<file path="src/rtl/risc_pkg.sv">
// Shared RISC-32 pipeline definitions: datapath widths, the link register
// index, and the memory-access stage FSM encoding.
package risc_pkg;

  localparam int XLEN  = 32;
  localparam int REG_W = 4;
  localparam logic [REG_W-1:0] REG_RA = 4'd15;

  typedef enum logic {
    S_IDLE,
    S_WAIT
  } ma_state_t;

endpackage

</file>
<file path="src/rtl/ma_mem_fsm.sv">
// Memory-access handshake controller: tracks one outstanding req/ack access,
// abandons it after TIMEOUT cycles, and strobes retire/timeout to the datapath.
module ma_mem_fsm
  import risc_pkg::*;
#(
  parameter int TIMEOUT = 16
) (
  input  logic clk,
  input  logic rst_n,
  input  logic in_valid,
  input  logic mem_op,
  input  logic mem_ack,
  output logic ready,
  output logic accept,
  output logic retire,
  output logic timeout,
  output logic mem_req,
  output logic mem_err
);

  localparam int CW = $clog2(TIMEOUT);
  localparam logic [CW-1:0] LAST = CW'(TIMEOUT - 1);

  ma_state_t     state;
  logic [CW-1:0] cnt;

  assign ready   = (state == S_IDLE);
  assign accept  = ready & in_valid;
  // An ack in the final WAIT cycle beats the timeout.
  assign timeout = (state == S_WAIT) & ~mem_ack & (cnt == LAST);
  assign retire  = (accept & ~mem_op) | ((state == S_WAIT) & (mem_ack | timeout));

  // NOTE: reset is sampled on the clock edge only, so it lives inside the
  // clocked branch rather than in the sensitivity list.
  always_ff @(posedge clk) begin
    if (!rst_n) begin
      state   <= S_IDLE;
      cnt     <= '0;
      mem_req <= 1'b0;
      mem_err <= 1'b0;
    end else begin
      mem_err <= 1'b0;
      case (state)
        S_IDLE: begin
          if (accept && mem_op) begin
            state   <= S_WAIT;
            cnt     <= '0;
            mem_req <= 1'b1;
          end
        end
        S_WAIT: begin
          if (mem_ack || timeout) begin
            state   <= S_IDLE;
            mem_req <= 1'b0;
            mem_err <= timeout;
          end else begin
            cnt <= cnt + CW'(1);
          end
        end
        default: state <= S_IDLE;
      endcase
    end
  end

endmodule

</file>
<file path="src/rtl/ma_stage.sv">
// MA stage of the RISC-32 pipeline: captures the EX/MA latch, runs the data
// memory access, and presents the registered MA/WB latch to write-back.
module ma_stage
  import risc_pkg::*;
#(
  parameter int TIMEOUT = 16
) (
  input  logic             clk,
  input  logic             rst_n,
  input  logic             in_valid,
  output logic             in_ready,
  input  logic [XLEN-1:0]  in_pc,
  input  logic [XLEN-1:0]  in_alu,
  input  logic [XLEN-1:0]  in_op2,
  input  logic [REG_W-1:0] in_rd,
  input  logic             in_is_ld,
  input  logic             in_is_st,
  input  logic             in_is_wb,
  input  logic             in_is_call,
  output logic             mem_req,
  output logic             mem_we,
  output logic [XLEN-1:0]  mem_addr,
  output logic [XLEN-1:0]  mem_wdata,
  input  logic             mem_ack,
  input  logic [XLEN-1:0]  mem_rdata,
  output logic             mem_err,
  output logic             IsWb,
  output logic             IsCall,
  output logic             IsLd,
  output logic [REG_W-1:0] Rd,
  output logic [XLEN-1:0]  AluResult1,
  output logic [XLEN-1:0]  LdResult,
  output logic [XLEN-1:0]  pc_current
);

  logic mem_op, accept, retire, timeout;

  logic [XLEN-1:0]  cap_pc, cap_alu;
  logic [REG_W-1:0] cap_rd;
  logic             cap_wb, cap_call, cap_ld;

  assign mem_op = in_is_ld | in_is_st;

  ma_mem_fsm #(.TIMEOUT(TIMEOUT)) u_fsm (
    .clk      (clk),
    .rst_n    (rst_n),
    .in_valid (in_valid),
    .mem_op   (mem_op),
    .mem_ack  (mem_ack),
    .ready    (in_ready),
    .accept   (accept),
    .retire   (retire),
    .timeout  (timeout),
    .mem_req  (mem_req),
    .mem_err  (mem_err)
  );

  always_ff @(posedge clk) begin
    if (!rst_n) begin
      cap_pc     <= '0;
      cap_alu    <= '0;
      cap_rd     <= '0;
      cap_wb     <= 1'b0;
      cap_call   <= 1'b0;
      cap_ld     <= 1'b0;
      mem_we     <= 1'b0;
      mem_addr   <= '0;
      mem_wdata  <= '0;
      IsWb       <= 1'b0;
      IsCall     <= 1'b0;
      IsLd       <= 1'b0;
      Rd         <= '0;
      AluResult1 <= '0;
      LdResult   <= '0;
      pc_current <= '0;
    end else begin
      // WB must see IsWb only in the single cycle following a retire.
      IsWb <= 1'b0;

      if (accept && mem_op) begin
        cap_pc    <= in_pc;
        cap_alu   <= in_alu;
        cap_rd    <= in_rd;
        cap_wb    <= in_is_wb;
        cap_call  <= in_is_call;
        cap_ld    <= in_is_ld;
        mem_we    <= in_is_st & ~in_is_ld;
        mem_addr  <= {in_alu[XLEN-1:2], 2'b00};
        mem_wdata <= in_op2;
      end

      if (retire) begin
        if (in_ready) begin
          IsWb       <= in_is_wb;
          IsCall     <= in_is_call;
          IsLd       <= in_is_ld;
          Rd         <= in_rd;
          AluResult1 <= in_alu;
          LdResult   <= '0;
          pc_current <= in_pc;
        end else begin
          IsWb       <= cap_wb & ~timeout;
          IsCall     <= cap_call;
          IsLd       <= cap_ld;
          Rd         <= cap_rd;
          AluResult1 <= cap_alu;
          LdResult   <= (cap_ld && mem_ack) ? mem_rdata : '0;
          pc_current <= cap_pc;
          mem_we     <= 1'b0;
        end
      end
    end
  end

endmodule

</file>
<file path="config.mk">
export PLATFORM = sky130hd
export DESIGN_NAME = ma_stage
export DESIGN_NICKNAME = d
export VERILOG_FILES = /design/src/rtl/risc_pkg.sv /design/src/rtl/ma_mem_fsm.sv /design/src/rtl/ma_stage.sv
export SDC_FILE = /design/constraint.sdc
export NUM_CORES = 1
export LEC_CHECK = 0
export CAP_MARGIN = 10
export CORE_MARGIN = 5
export CORE_UTILIZATION = 53
export DETAILED_ROUTE_END_ITERATION = 6
export DONT_BUFFER_PORTS = 1
export GPL_TIMING_DRIVEN = 0
export PLACE_DENSITY = 0.75
export SETUP_SLACK_MARGIN = 0.2
export SLEW_MARGIN = 20
export SYNTH_ARGS = -nofsm -noshare
export SYNTH_HDL_FRONTEND = slang
export SYNTH_HIERARCHICAL = 1
export SYNTH_SLANG_ARGS = --single-unit
</file>
<file path="constraint.sdc">
create_clock -name clk -period 2.26 [get_ports clk]
set_input_delay 0.565 -clock clk [delete_from_list [all_inputs] [get_ports clk]]
set_output_delay 0.565 -clock clk [all_outputs]
set_load 0.02 [all_outputs]
</file>
==> flow_summary.json, run 1 <==
{
  "final-hold-violation-count": 0,
  "routed_wl_mm": 24.41,
  "grt_pass1_vias": 6817,
  "place_ws_ns": -0.1075,
  "clkTransAtPathRegs_ns": 0.06,
  "num_antenna_cells": 0,
  "synth_flop_cell": "dfxtp_1",
  "ff2ff_setup_slack_ns": 0.27,
  "hold_class": "in -> reg",
  "clk-insertion-delay-late_ns": 0.49,
  "start_util_pct": 54.13,
  "antenna_found_initial": 0,
  "p_leak_nw": 4.355,
  "cp_top_family": "buffers and inverters",
  "vias_per_cell": 5.674,
  "gp_congestion": 0.8185,
  "p_clk_share_pct": 43.1,
  "power_density_nw_per_um2": 925.0,
  "synth_cells": 960,
  "startpoint": "u_fsm/cnt[1]",
  "drc": 0,
  "min_period_over_period_pct": 87.85,
  "setup_ws_ns": 0.2746,
  "ant_nets": 0,
  "crit_buf_inv": 4,
  "grt_first_pass_wirelength_mm": 38.01,
  "layout.cells.non_filler": 1219,
  "synth_seq_area_share_pct": 47.73,
  "r2r_cells": 10,
  "wl_per_cell_um": 20.03,
  "yosysMostFrequentCell": "dfxtp_1",
  "synth_commonest_cells": "dfxtp_1 (214), nand2_1 (212), mux2i_1 (173)",
  "firstDrtPassIters": 5,
  "drtIter0Drc": 301,
  "min_period_ns": 1.985,
  "io_pins": 311,
  "required_ns": 2.63,
  "cts_buffers": 22,
  "placed_area_um2": 9255,
  "avgSynthCellArea_um2": 9.350,
  "worstReg2RegEnd": "LdResult[30]",
  "maxCapViolCount": 0,
  "std_cell_rows": 47,
  "path_depth": 10,
  "critical-path-max-stage-delay_ns": 0.37,
  "final_nets": 1127,
  "ys_ff_latch": 214,
  "yosys.area.top_type_share_pct": 47.73,
  "die_area_um2": 19640,
  "async_flop_share_pct": 0,
  "dp_cells": 1181,
  "tightest_slew_ns": 0.6134,
  "timing.rr.start": "u_fsm/cnt[1]",
  "stdcell_area_um2": 10120,
  "cts_tree": "yes",
  "end_kind": "flip-flop",
  "grt_max_degree": 15,
  "fmax_ghz": 0.5037,
  "critPathMaxFanout": 10,
  "p_seq_share_pct": 46.6,
  "die_w_um": 140.1,
  "path_class": "reg -> reg",
  "synth_edf_count": 0,
  "cp_slowest_cell": "dfxtp_1",
  "area_growth_pct": 12.73,
  "clock_skew_ns": 0.006720,
  "root_buffer": "clkbuf_16",
  "rsz0062_at_grt": "yes",
  "drive_above_1_share_pct": 13.51,
  "port_buffers": 0,
  "yosysTopAreaCell": "dfxtp_1",
  "netlist_area_um2": 8976,
  "critical_path_arrival_ns": 2.35,
  "pwr-share-comb_pct": 10.4,
  "drv_slew": 0,
  "yosysWarnings": 6,
  "switchingPower_mw": 2.376,
  "hpwl_mm": 17.67,
  "grt_usage_pct": 23.35,
  "synth_cell_types": 37,
  "internal_power_mw": 6.984,
  "endpoint": "LdResult[30]",
  "synth.area.top_cells": "dfxtp_1 (48%), mux2i_1 (19%), nand2_1 (8.9%)",
  "critical_path.startpoint_type": "flip-flop",
  "switching_share_pct": 25.38,
  "h-tree-depth": 1,
  "status": "completed",
  "slew_headroom_pct": 59.11,
  "numClockSinks": 214,
  "vias": 6916,
  "final-setup-viol-count": 0,
  "max-clock-path-buffers": 3,
  "path_cells": "ha_2, and3_4, o21ai_2, o21ai_0, buf_4, buf_6, nor2b_1, buf_4, buf_6, o2bb2ai_1",
  "core_area_um2": 16580,
  "num-fill-cells": 1423,
  "gr-total-overflow": 0,
  "ir_worst_vdd_uv": 623.8,
  "chipHeight_um": 140.1
}
## per-layer routing
metal,part of all wire [%],global-route usage (%),up-vias,wire length [µm]
met4,2.6,6.782,0,646
met5,0,0,-,0
met2,48,38.48,243,11620
met3,9.4,7.635,44,2303
met1,40,29.32,3293,9846
li1,-,-,3336,-
## cell usage in the layout (no fill, tap or decap), types with 3 or more instances in the layout
cell type / instances
clkbuf_8: 5
clkbuf_2: 11
dfxtp_1: 213
o2bb2ai_1: 32
nand3_1: 3
bufinv_16: 5
nand4_1: 32
o21ai_1: 71
buf_1: 4
buf_6: 12
clkbuf_1: 25
a21oi_1: 73
nand2_1: 212
buf_4: 46
mux2i_1: 173
inv_1: 3
buf_2: 20
clkbuf_16: 23
## state kept, by name, summed over array words and instances, names as in the netlist
| register | count |
|---|---|
| u_fsm/mem_req | 1 |
| cap_wb | 1 |
| Rd | 4 |
| IsWb | 1 |
| mem_we | 1 |
| u_fsm/mem_err | 1 |
| mem_wdata | 32 |
| u_fsm/state | 1 |
| IsCall | 1 |
| AluResult1 | 32 |
| cap_rd | 4 |
| pc_current | 32 |
| LdResult | 32 |
| cap_pc | 32 |
| cap_call | 1 |
| cap_alu | 32 |
| u_fsm/cnt | 4 |
| cap_ld | 1 |
| IsLd | 1 |
## kinds of logic (layout without fill, tap and decap cells)
logic type	after synthesis	after routing	synth area share, %
other cells	1	2	0.04178
mux	173	173	19.29
compound gates	187	187	12.14
flops	214	214	47.73
fa+ha+maj	1	1	0.1394
buf+inv	121	159	8.140
simple gates	263	263	12.52
## what timing repair did
action / CTS / global route
hold buffers: 0 / 0
endpoints found under the setup margin: 103 / 100
endpoints found under the hold margin: 0 / 0
setup buffers: 0 / 1
resized for setup: 14 / 15
## through the flow
step | hold WS (ns) | setup TNS [ns] | power (mW) | util, %
3_5_place_dp | 0.4445 | -3.993 | 5.400 | 55.81
6_report | 0.2105 | 0 | 9.360 | 61.02
4_1_cts | 0.1906 | 0 | 9.435 | 60.89
3_3_place_gp | 0.4356 | -1.996 | 5.374 | 55.81
2_1_floorplan | 0.4294 | 0 | 5.153 | -
5_1_grt | 0.1862 | 0 | 9.725 | 61.02
## power groups by stage
stage                     clock (mW)  combinational, mW  sequential, mW
after global routing            4.27               1.07            4.38
after detailed placement           0              0.958            4.44
after global placement             0              0.936            4.44
after floorplan                    0              0.777            4.38
after CTS                       4.10              0.970            4.36
final                           4.03              0.970            4.36
## cell type report
| type | count | area, µm² | area share, % |
|---|---|---|---|
| Sequential cell | 214 | 4285 | 42.35 |
| Clock buffer | 29 | 648.1 | 6.405 |
| Inverter | 3 | 11.26 | 0.1113 |
| Multi-Input combinational cell | 626 | 3968 | 39.21 |
| Tap cell | 220 | 275.3 | 2.720 |
| Clock inverter | 8 | 167.7 | 1.657 |
| Buffer | 118 | 755.7 | 7.469 |
| Timing Repair Buffer | 1 | 7.507 | 0.07419 |
## how the worst min path moves through the flow
stage / start / to / slack [ns] / depth (start not counted)
floorplan: cap_wb / cap_wb / 0.43 / 2
global placement: cap_wb / cap_wb / 0.44 / 2
detailed placement: cap_wb / cap_wb / 0.44 / 2
CTS: in_alu[26] / cap_alu[26] / 0.19 / 2
global route: in_pc[4] / cap_pc[4] / 0.19 / 2
finish: in_op2[3] / mem_wdata[3] / 0.21 / 2
## worst register-to-register path: cells and delay by family, from the launching register on
kind,cells,cell delay (ns)
buffers and inverters,4,0.70
flip-flops,1,0.37
AND/OR/NAND/NOR,2,0.29
adder cells (fa/ha/maj),1,0.23
AO/OA/AOI/OAI,3,0.29
(Power assumes the default switching activity.)
==> run 2: changes to the inputs <==
--- a/config.mk
+++ b/config.mk
@@ -7,11 +7,11 @@
 export LEC_CHECK = 0
 export CAP_MARGIN = 10
 export CORE_MARGIN = 5
-export CORE_UTILIZATION = 53
+export CORE_UTILIZATION = 63
 export DETAILED_ROUTE_END_ITERATION = 6
 export DONT_BUFFER_PORTS = 1
 export GPL_TIMING_DRIVEN = 0
-export PLACE_DENSITY = 0.75
+export PLACE_DENSITY = 0.86
 export SETUP_SLACK_MARGIN = 0.2
 export SLEW_MARGIN = 20
 export SYNTH_ARGS = -nofsm -noshare
==> run 2 against run 1 <==
Effect of this change:
- wire length grew 0.88%
- clock skew grew 0.0045 ns
- register-to-register slack is essentially flat
- first-iteration DRC count grew 45%
- global-route usage grew 5.0 points
- critical path depth is the same
- power shrank 4.8%
- setup slack lost 0.012 ns
- utilization grew 10 points
- clock power shrank 11%
- final cell count shrank 3.4%
- largest cell class unchanged
==> flow_summary.json, run 2 (same netlist as run 1, synthesis figures left out) <==
{
  "clk-insertion-delay-late_ns": 0.49,
  "gp_congestion": 0.8447,
  "hpwl_mm": 17.75,
  "placed_area_um2": 9205,
  "wl_per_cell_um": 20.91,
  "hold_path_end": "mem_wdata[6]",
  "num-fill-cells": 1069,
  "p_total_mw": 8.910,
  "hold_path_depth": 2,
  "num_antenna_cells": 0,
  "critical_path.startpoint_type": "flip-flop",
  "vias_per_cell": 6.003,
  "antenna_found_initial": 0,
  "hold_start": "in_op2[6]",
  "maxCapViolCount": 0,
  "timing.rr.start": "u_fsm/cnt[0]",
  "ant_nets": 0,
  "firstDrtPassIters": 5,
  "chipHeight_um": 129.4,
  "routed_wl_mm": 24.63,
  "clock_skew_ns": 0.01117,
  "drive_above_1_share_pct": 12.83,
  "r2r_cells": 10,
  "p_leak_nw": 4.301,
  "setup_ws_ns": 0.2622,
  "cp_top_family": "buffers and inverters",
  "grt_first_pass_wirelength_mm": 38.49,
  "totalNegativeSetupSlack_ns": 0,
  "h-tree-depth": 1,
  "end_kind": "flip-flop",
  "slew_headroom_pct": 61.21,
  "gr-total-overflow": 0,
  "std_cell_rows": 43,
  "final-setup-viol-count": 0,
  "final_cell_mix": "dfxtp_1 (213), nand2_1 (212), mux2i_1 (173)",
  "grt_max_degree": 14,
  "min_period_ns": 1.998,
  "critical-path-max-stage-delay_ns": 0.34,
  "drv_slew": 0,
  "stdcell_area_um2": 9961,
  "cts_buffers": 22,
  "clkTransAtPathRegs_ns": 0.06,
  "layout.cells.non_filler": 1178,
  "power_density_nw_per_um2": 894.5,
  "drtIter0Drc": 435,
  "tightest_slew_ns": 0.5818,
  "critPathMaxFanout": 10,
  "area_growth_pct": 10.97,
  "die_area_um2": 16740,
  "place_ws_ns": -0.09319,
  "holdWs_ns": 0.2113,
  "ir_worst_vdd_uv": 702.7,
  "min_period_over_period_pct": 88.40,
  "crit_buf_inv": 4,
  "grt_pass1_vias": 7225,
  "die_w_um": 129.4,
  "numClockSinks": 214,
  "cts_tree": "yes",
  "final_common_cell": "dfxtp_1",
  "path_class": "reg -> reg",
  "path_cells": "ha_2, and3_4, o21ai_2, o21ai_0, buf_4, buf_6, nor2b_1, buf_4, buf_6, o2bb2ai_1",
  "io_pins": 311,
  "grt_usage_pct": 28.33,
  "worstReg2RegEnd": "LdResult[30]",
  "port_buffers": 0,
  "dp_cells": 1141,
  "final-hold-violation-count": 0,
  "startpoint": "u_fsm/cnt[0]",
  "final_nets": 1127,
  "max-clock-path-buffers": 3,
  "core_area_um2": 13930,
  "status": "completed",
  "drc": 0,
  "start_util_pct": 64.42,
  "root_buffer": "clkbuf_16",
  "critical_path_arrival_ns": 2.40,
  "cp_slowest_cell": "dfxtp_2",
  "fin_util_pct": 71.48,
  "cts_hold_buf": 0,
  "rsz0062_at_grt": "yes",
  "ff2ff_setup_slack_ns": 0.26,
  "hold_class": "in -> reg",
  "required_ns": 2.66,
  "fmax_ghz": 0.5005,
  "vias": 7071
}
[run 2: worst reg2reg max path: stages (launching register included)]
cell and delay, ns:
dfxtp_2 0.34, ha_2 0.20, and3_4 0.20, o21ai_2 0.12, o21ai_0 0.10, buf_4 0.19
buf_6 0.17, nor2b_1 0.14, buf_4 0.18, buf_6 0.15, o2bb2ai_1 0.14
[run 2: final cells by class]
type,count,area (µm²),area share [%]
Buffer,118,752.0,7.549
Clock buffer,34,676.9,6.796
Clock inverter,2,35.03,0.3517
Inverter,3,11.26,0.1131
Multi-Input combinational cell,626,3968,39.83
Sequential cell,214,4285,43.02
Tap cell,180,225.2,2.261
Timing Repair Buffer,1,7.507,0.07537
[run 2: repair_timing]
item / 4_1_cts / 5_1_grt
endpoints found under the setup margin: 101 / 78
setup buffers: 0 / 1
hold endpoints to repair: 0 / 0
resized for setup: 12 / 11
[run 2: per-layer routing]
layer	vias up	wire length [µm]	GRT usage (%)
li1	3342	-	-
met1	3345	9372	34.04
met2	314	11740	47.26
met3	70	2551	9.852
met4	0	966	10.07
met5	-	0	0
[run 2: power breakdown]
part           switching (mW)  total [mW]  internal [mW]
sequential              0.353        4.36           4.01
clock                    1.42        3.57           2.16
combinational           0.574       0.975          0.401
[run 2: worst max-delay path by stage]
stage | endpoint | cells after the start
after global placement | IsCall | 6
final | LdResult[30] | 10
after detailed placement | Rd[3] | 6
after global routing | LdResult[16] | 10
after CTS | LdResult[30] | 10
after floorplan | LdResult[10] | 8
==> run 3: changes to the inputs <==
--- a/config.mk
+++ b/config.mk
@@ -5,6 +5,7 @@
 export SDC_FILE = /design/constraint.sdc
 export NUM_CORES = 1
 export LEC_CHECK = 0
+export ABC_CLOCK_PERIOD_IN_PS = 1900
 export CAP_MARGIN = 10
 export CORE_MARGIN = 5
 export CORE_UTILIZATION = 63
@@ -12,6 +13,7 @@
 export DONT_BUFFER_PORTS = 1
 export GPL_TIMING_DRIVEN = 0
 export PLACE_DENSITY = 0.86
+export RECOVER_POWER = 25
 export SETUP_SLACK_MARGIN = 0.2
 export SLEW_MARGIN = 20
 export SYNTH_ARGS = -nofsm -noshare
==> constraint.sdc (replaced) <==
create_clock -name clk -period 1.9 [get_ports clk]
set_input_delay 0.475 -clock clk [delete_from_list [all_inputs] [get_ports clk]]
set_output_delay 0.475 -clock clk [all_outputs]
set_load 0.02 [all_outputs]
==> run 3 against run 2 <==
Effect of this change:
- sequential share of layout area is 4.9 points lower
- sequential cell count stayed put
- global-route usage is 1.2 points higher
- clock skew is 0.00059 ns higher
- non-clock buffer count is 21 higher
- sequential power is 20% higher
- power is 28% higher
- largest power group unchanged
==> flow_summary.json, run 3 (same netlist as run 1, synthesis figures left out) <==
{
  "status": "completed",
  "grt_first_pass_wirelength_mm": 39.68,
  "holdWs_ns": 0.1028,
  "setup_ws_ns": 0.01728,
  "power_density_nw_per_um2": 1015,
  "cp_slowest_cell": "dfxtp_1",
  "final_common_cell": "dfxtp_1",
  "switching_share_pct": 28.18,
  "required_ns": 2.33,
  "hold_class": "in -> reg",
  "ant_nets": 0,
  "internal_power_mw": 8.191,
  "num_antenna_cells": 0,
  "clk-insertion-delay-late_ns": 0.51,
  "path_cells": "ha_4, and3_4, o21ai_2, o21ai_1, buf_6, buf_8, buf_12, buf_8, clkbuf_16, a21oi_2",
  "root_buffer": "clkbuf_16",
  "std_cell_rows": 43,
  "totalNegativeSetupSlack_ns": 0,
  "core_area_um2": 13930,
  "path_class": "reg -> reg",
  "final-setup-viol-count": 0,
  "chipHeight_um": 129.4,
  "final-hold-violation-count": 0,
  "routed_wl_mm": 29.47,
  "cts_buffers": 22,
  "slew_headroom_pct": 38.94,
  "min_period_ns": 1.883,
  "critical_path.startpoint_type": "flip-flop",
  "pwr-share-comb_pct": 13.6,
  "port_buffers": 0,
  "cp_common_cell": "buf_8",
  "gr-total-overflow": 0,
  "wl_met3_mm": 3.094,
  "cts_hold_buf": 0,
  "h-tree-depth": 1,
  "end_kind": "flip-flop",
  "ir_worst_vdd_uv": 841.0,
  "rsz0062_at_grt": "yes",
  "drv_slew": 0,
  "hpwl_mm": 17.69,
  "grt_usage_pct": 29.56,
  "final_cell_mix": "dfxtp_1 (213), nand2_1 (211), mux2i_1 (172)",
  "critPathMaxFanout": 7,
  "clock_skew_ns": 0.01176,
  "fin_util_pct": 80.66,
  "wl_per_cell_um": 24.52,
  "vias": 7549,
  "grt_pass1_vias": 7347,
  "clkTransAtPathRegs_ns": 0.07,
  "start_util_pct": 64.42,
  "critical_path_arrival_ns": 2.31,
  "met1_length_mm": 10.21,
  "switchingPower_mw": 3.213,
  "fmax_ghz": 0.5311,
  "firstDrtPassIters": 5,
  "numClockSinks": 214,
  "antenna_found_initial": 0,
  "max-clock-path-buffers": 3,
  "io_pins": 311,
  "tightest_slew_ns": 0.9159,
  "p_leak_nw": 4.631,
  "p_clk_share_pct": 40.6,
  "die_w_um": 129.4,
  "drtIter0Drc": 456,
  "top_layer_used": "met4",
  "drive_above_1_share_pct": 27.69,
  "cts_tree": "yes",
  "gp_congestion": 0.8204,
  "area_growth_pct": 25.22,
  "die_area_um2": 16740,
  "grt_max_degree": 15,
  "wl_met2_mm": 14.72,
  "place_ws_ns": -0.2885,
  "min_period_over_period_pct": 99.09,
  "final_nets": 1148,
  "p_seq_share_pct": 45.8,
  "vias_per_cell": 6.280,
  "maxCapViolCount": 0,
  "critical-path-max-stage-delay_ns": 0.35,
  "drc": 0
}
==> run 3: worst paths after layout <==
path | start | to | slack, ns | cells after the start
worst max-delay path | u_fsm/cnt[1] | AluResult1[19] | 0.02 | 10
worst min-delay path | in_alu[21] | cap_alu[21] | 0.10 | 2
worst max register to register | u_fsm/cnt[1] | AluResult1[19] | 0.02 | 10
worst min register to register | cap_wb | cap_wb | 0.45 | 2
==> run 3: timing repair <==
item                       CTS  global route
setup endpoints to repair  184           191
pin swaps                    2            20
setup buffers                9             5
resized for setup           93           157
gates cloned                 4             4
==> run 3: metrics by stage <==
stage                     cells  power [mW]  area (µm²)
final                      1202       11.40       11240
after global routing       1202       11.73       11240
after CTS                  1193       11.03       10490
after detailed placement   1141       6.426        9214
after global placement     1141       6.389        9214
after floorplan             961       6.132        8989
==> run 3: per-layer routing <==
| metal | track usage, % | up-vias |
|---|---|---|
| met5 | 0 | - |
| li1 | - | 3393 |
| met3 | 10.39 | 116 |
| met1 | 33.52 | 3619 |
| met4 | 10.56 | 0 |
| met2 | 51.52 | 421 |
==> run 3: layout make-up <==
class | count | area (µm²)
multi-input combinational | 626 | 4697
sequential | 214 | 4288
fill | 756 | 2695
buffer | 118 | 949.7
clock buffer | 33 | 641.9
timing repair buffer | 22 | 301.5
tap | 180 | 225.2
clock inverter | 6 | 122.6
inverter | 3 | 13.76
==> run 3: power by group through the flow <==
stage	clock network (mW)	logic [mW]	registers (mW)
2_1_floorplan	0	0.926	5.21
3_3_place_gp	0	1.11	5.28
3_5_place_dp	0	1.14	5.28
4_1_cts	4.57	1.27	5.19
5_1_grt	4.83	1.66	5.24
6_report	4.63	1.55	5.22
==> run 3: critical path, delay by kind of cell, from the launching register on <==
family / cells / cell delay, ns
AOI/OAI and AO/OA: 3 / 0.38
buffers and inverters: 5 / 0.72
DFF: 1 / 0.35
and+or+nand+nor: 1 / 0.18
adders and majority gates: 1 / 0.18
